**src/rtl/regfile_dump_reader.sv**
```systemverilog
// Walks a range of RV32 integer registers through a dedicated read port and streams (index, value) beats.
// Optional running checksum of accepted beats when REGDUMP_CHECKSUM_EN is defined.
module regfile_dump_reader #(
   parameter int NUM_REGS = 32,
   parameter int ADDR_W   = 5,
   parameter int DATA_W   = 32
) (
   input  logic              clk,
   input  logic              reset,
   input  logic              start,
   input  logic              abort,
   input  logic [ADDR_W-1:0] first_reg,
   input  logic [ADDR_W-1:0] last_reg,
   output logic [ADDR_W-1:0] rf_addr,
   input  logic [DATA_W-1:0] rf_data,
   output logic              dump_valid,
   input  logic              dump_ready,
   output logic [ADDR_W-1:0] dump_addr,
   output logic [DATA_W-1:0] dump_data,
   output logic              busy,
   output logic              stall_req,
`ifdef REGDUMP_CHECKSUM_EN
   output logic [DATA_W-1:0] checksum,
`endif
   output logic              done
);

   typedef enum logic [1:0] {S_IDLE, S_READ, S_SEND, S_DONE} state_t;

   state_t            state_q, state_d;
   logic [ADDR_W-1:0] last_q, last_d;
   logic [ADDR_W-1:0] rf_addr_q, rf_addr_d;
   logic [ADDR_W-1:0] dump_addr_q, dump_addr_d;
   logic [DATA_W-1:0] dump_data_q, dump_data_d;
   logic              dump_valid_q, dump_valid_d;
   logic              done_q, done_d;
   logic              hs;
   logic              at_last;
   logic [ADDR_W-1:0] addr_inc;
`ifdef REGDUMP_CHECKSUM_EN
   logic [DATA_W-1:0] checksum_q, checksum_d;
`endif

   assign hs       = (state_q == S_SEND) && dump_valid_q && dump_ready;
   assign at_last  = (dump_addr_q == last_q);
   assign addr_inc = (rf_addr_q == ADDR_W'(NUM_REGS - 1)) ? '0 : rf_addr_q + 1'b1;

   always_ff @(posedge clk or negedge reset) begin
      if (!reset) begin
         state_q      <= S_IDLE;
         last_q       <= '0;
         rf_addr_q    <= '0;
         dump_addr_q  <= '0;
         dump_data_q  <= '0;
         dump_valid_q <= 1'b0;
         done_q       <= 1'b0;
`ifdef REGDUMP_CHECKSUM_EN
         checksum_q   <= '0;
`endif
      end else begin
         state_q      <= state_d;
         last_q       <= last_d;
         rf_addr_q    <= rf_addr_d;
         dump_addr_q  <= dump_addr_d;
         dump_data_q  <= dump_data_d;
         dump_valid_q <= dump_valid_d;
         done_q       <= done_d;
`ifdef REGDUMP_CHECKSUM_EN
         checksum_q   <= checksum_d;
`endif
      end
   end

   // Next state and datapath; abort overrides every transition, including the final handshake.
   always_comb begin
      state_d      = state_q;
      last_d       = last_q;
      rf_addr_d    = rf_addr_q;
      dump_addr_d  = dump_addr_q;
      dump_data_d  = dump_data_q;
      dump_valid_d = dump_valid_q;
`ifdef REGDUMP_CHECKSUM_EN
      checksum_d   = checksum_q;
`endif
      case (state_q)
         S_IDLE: begin
            if (start && !abort) begin
               last_d    = last_reg;
               rf_addr_d = first_reg;
               state_d   = S_READ;
`ifdef REGDUMP_CHECKSUM_EN
               checksum_d = '0;
`endif
            end
         end
         S_READ: begin
            dump_data_d  = rf_data;
            dump_addr_d  = rf_addr_q;
            dump_valid_d = 1'b1;
            state_d      = S_SEND;
         end
         S_SEND: begin
            if (hs) begin
               dump_valid_d = 1'b0;
`ifdef REGDUMP_CHECKSUM_EN
               checksum_d   = checksum_q + dump_data_q;
`endif
               if (at_last) begin
                  state_d = S_DONE;
               end else begin
                  rf_addr_d = addr_inc;
                  state_d   = S_READ;
               end
            end
         end
         S_DONE: state_d = S_IDLE;
         default: state_d = S_IDLE;
      endcase
      if (abort && state_q != S_IDLE) begin
         state_d      = S_IDLE;
         dump_valid_d = 1'b0;
      end
      done_d = (state_d == S_DONE);
   end

   always_comb begin
      busy       = (state_q != S_IDLE);
      stall_req  = busy;
      rf_addr    = rf_addr_q;
      dump_valid = dump_valid_q;
      dump_addr  = dump_addr_q;
      dump_data  = dump_data_q;
      done       = done_q;
`ifdef REGDUMP_CHECKSUM_EN
      checksum   = checksum_q;
`endif
   end

endmodule

```
**config.mk**
```make
export PLATFORM = sky130hd
export DESIGN_NAME = regfile_dump_reader
export DESIGN_NICKNAME = d
export VERILOG_FILES = /design/src/rtl/regfile_dump_reader.sv
export SDC_FILE = /design/constraint.sdc
export NUM_CORES = 1
export LEC_CHECK = 0
export ABC_AREA = 1
export CAP_MARGIN = 20
export CORE_AREA = 3 3 79 81
export DETAILED_ROUTE_END_ITERATION = 10
export DIE_AREA = 0 0 82 84
export DONT_BUFFER_PORTS = 1
export GPL_ROUTABILITY_DRIVEN = 0
export GPL_TIMING_DRIVEN = 0
export SYNTH_ARGS = -nofsm -noshare
export SYNTH_HDL_FRONTEND = slang
export SYNTH_SLANG_ARGS = --single-unit
```
**constraint.sdc**
```tcl
create_clock -name clk -period 1.6 [get_ports clk]
set_input_delay 0.32 -clock clk [delete_from_list [all_inputs] [get_ports clk]]
set_output_delay 0.32 -clock clk [all_outputs]
set_load 0.05 [all_outputs]
```
==> run_results.csv <==
group,metric,value,unit
detailed_routing,drt_iter0_drc,66,
clock_tree,clk_pin_slew,90,ps
critical_path,worst_path_most_repeated_cell,"ha_4",
die,row_count,27,
detailed_routing,via_per_inst,4.86,
final_layout,utilization,0.451,
synthesis,syn-cell-area,2200,µm²
final_layout,area_growth,13.5,%
detailed_routing,routed_wl,5060,µm
final_layout,num_antenna_cells,0,
detailed_routing,drc_errors,0,
critical_path,cp.arrival,1850,ps
timing,post-route-period-util,1.01,
critical_path,crit_type,"reg -> reg",
final_layout,drive_above_1_share,0.164,
global_routing,grt-ovfl-total,0,
timing,fmax,621,MHz
detailed_routing,ant_nets,0,
clock_tree,clock_latency,300,ps
synthesis,syn_area_per_cell,8.31,µm²
synthesis,synth.area.top_cells,"dfrtp_1 58%, nand2_1 24%, inv_1 2.9%, nor2_1 1.9%, buf_2 1.8%",
critical_path,cp.required,1840,ps
final_layout,final_cell_mix,"138 x nand2_1, 41 x dfrtp_1, 16 x inv_1",
timing,maxSlewViolCount,0,
timing,period_needed,1610,ps
clock_tree,root_buffer,"clkbuf_8",
timing,slew_headroom,0.590,
global_routing,busiest_layer,"met2",
global_routing,grt_pass1_vias,1717,
synthesis,yosys.area.top_type,"dfrtp_1",
die,die-area,6890,µm²
synthesis,synth_top_cell_area_share,0.580,
placed_design,io_buffers,0,
die,die_h,84,µm
final_layout,fin_nets,323,
timing,rsz0062_at_grt,"true",
synthesis,yosysUniqueCellTypes,20,
timing,fin_ws,-10.2,ps
critical_path,worst_setup_path_start_kind,"flip-flop",
synthesis,syn_inst,265,
final_layout,fin_cells,346,
clock_tree,cts-buffers-inserted,5,
die,core,5540,µm²
clock_tree,cts.sinks,51,
status,violations,"negative setup slack",
clock_tree,clockBufferDepth,2,
synthesis,yosys_warnings,0,
timing,hold_slack,128,ps
detailed_routing,avgRoutedWirePerCell,14.6,µm
global_routing,use_met2,0.248,
critical_path,end_kind,"flip-flop",
placed_design,placedCellCount,337,
clock_tree,h-tree-depth,2,
hold_path,min_path_type,"in -> reg",
critical_path,path_buf_inv,1,
global_routing,antenna_found_initial,0,
die,io-pin-count,93,
detailed_routing,drt_pass1_iterations,4,
synthesis,synth_seq_area_share,0.580,
flow_run,cap_violations,0,
timing,finalHoldViolCount,0,
global_routing,grt_pass1_wl,8140,µm
placed_design,post-dp-hpwl,3630,µm
die,start_util,0.397,
synthesis,synth_nets,314,
global_routing,met1_usage,0.183,
critical_path,crit_chain,"ha_4, and3_4, ha_4, inv_1, nand2_2, o21ai_1, nand4_1, nand2_1",
critical_path,crit_path_max_incr_delay,600,ps
timing,worstMarginPinSlew,614,ps
die,die_x,82,µm
critical_path,critPathTopFamily,"flip-flops",
critical_path,cp_max_fo,7,
final_layout,layout_commonest_cell,"nand2_1",
status,outcome,"complete, but fails checks",
timing,setup_viol,1,
critical_path,cp_slowest_cell,"dfrtp_4",
placed_design,dpl_worst_slack,-75.4,ps
global_routing,met3_usage,0.0443,
synthesis,synth_seq_cells,51,
timing,fin_skew,5.69,ps
detailed_routing,num_vias,1681,
clock_tree,cts_tree,"yes",
global_routing,grt_use_total,0.153,
global_routing,grt_max_degree,52,
-- cell usage after synthesis --
| master | count |
|---|---|
| a21oi_1 | 4 |
| and3_1 | 1 |
| buf_2 | 8 |
| buf_4 | 1 |
| dfrtp_1 | 51 |
| ha_1 | 2 |
| inv_1 | 17 |
| inv_2 | 2 |
| mux2_2 | 1 |
| nand2_1 | 140 |
| nand2_2 | 1 |
| nand3_1 | 4 |
| nand3_2 | 3 |
| nand4_1 | 6 |
| nor2_1 | 11 |
| nor2_2 | 2 |
| nor2_4 | 1 |
| o211a_1 | 1 |
| o21ai_0 | 8 |
| xnor2_1 | 1 |
-- final cells by class --
class,count,area (µm²)
Multi-Input combinational cell,186,851
Sequential cell,51,1290
Buffer,9,47.5
Tap cell,72,90.1
Inverter,19,73.8
Clock inverter,2,37.5
Clock buffer,5,68.8
Fill cell,590,3040
Timing Repair Buffer,2,37.5
-- kinds of logic after synthesis --
family                     synth area share
muxes                               0.00512
buffers and inverters                0.0540
DFF                                   0.580
xor gates and xnor gates            0.00398
AOI/OAI and AO/OA                    0.0318
adders and majority gates            0.0114
and+or+nand+nor                       0.314
-- final timing paths --
path                                         from  cells past startpoint                   endpoint  slack [ps]
setup reg to reg           rf_addr[0]$_DFFE_PN0P_                      8     rf_addr[0]$_DFFE_PN0P_         -10
max in group asynchronous                   reset                      2     rf_addr[0]$_DFFE_PN0P_         810
hold / removal                        rf_data[10]                      2  dump_data[10]$_DFFE_PN0P_         130
min in group asynchronous                   reset                      2  dump_data[15]$_DFFE_PN0P_         550
setup / recovery           rf_addr[0]$_DFFE_PN0P_                      8     rf_addr[0]$_DFFE_PN0P_         -10
hold reg to reg             last_q[2]$_DFFE_PN0P_                      2      last_q[2]$_DFFE_PN0P_         540
-- per-stage QoR --
stage / setup TNS, ps / area [µm²]
after floorplan: 0 / 2210
after CTS: 0 / 2490
after global placement: -152 / 2300
after detailed placement: -195 / 2300
final: -10.2 / 2500
after global routing: -288 / 2500
-- repair_timing --
action,in CTS,in global routing
setup endpoints to repair,7,18
hold buffers,2,0
buffers inserted,0,0
hold endpoints to repair,51,0
pin swaps,7,3
resized for setup,15,7
-- per-layer routing --
layer,routed length (µm),part of all wire
met5,0,0
met4,66,0.013
met3,413,0.082
met2,2410,0.48
met1,2170,0.43
-- state kept, by name (all words and copies together) (netlist names) --
register / count
dump_data: 32
dump_addr: 5
last_q: 5
rf_addr: 5
state_q: 2
done: 1
dump_valid: 1
Power is left out: the tool's default activity adds up to more than one toggle a clock period on the data nets, which glitch-free logic cannot reach.
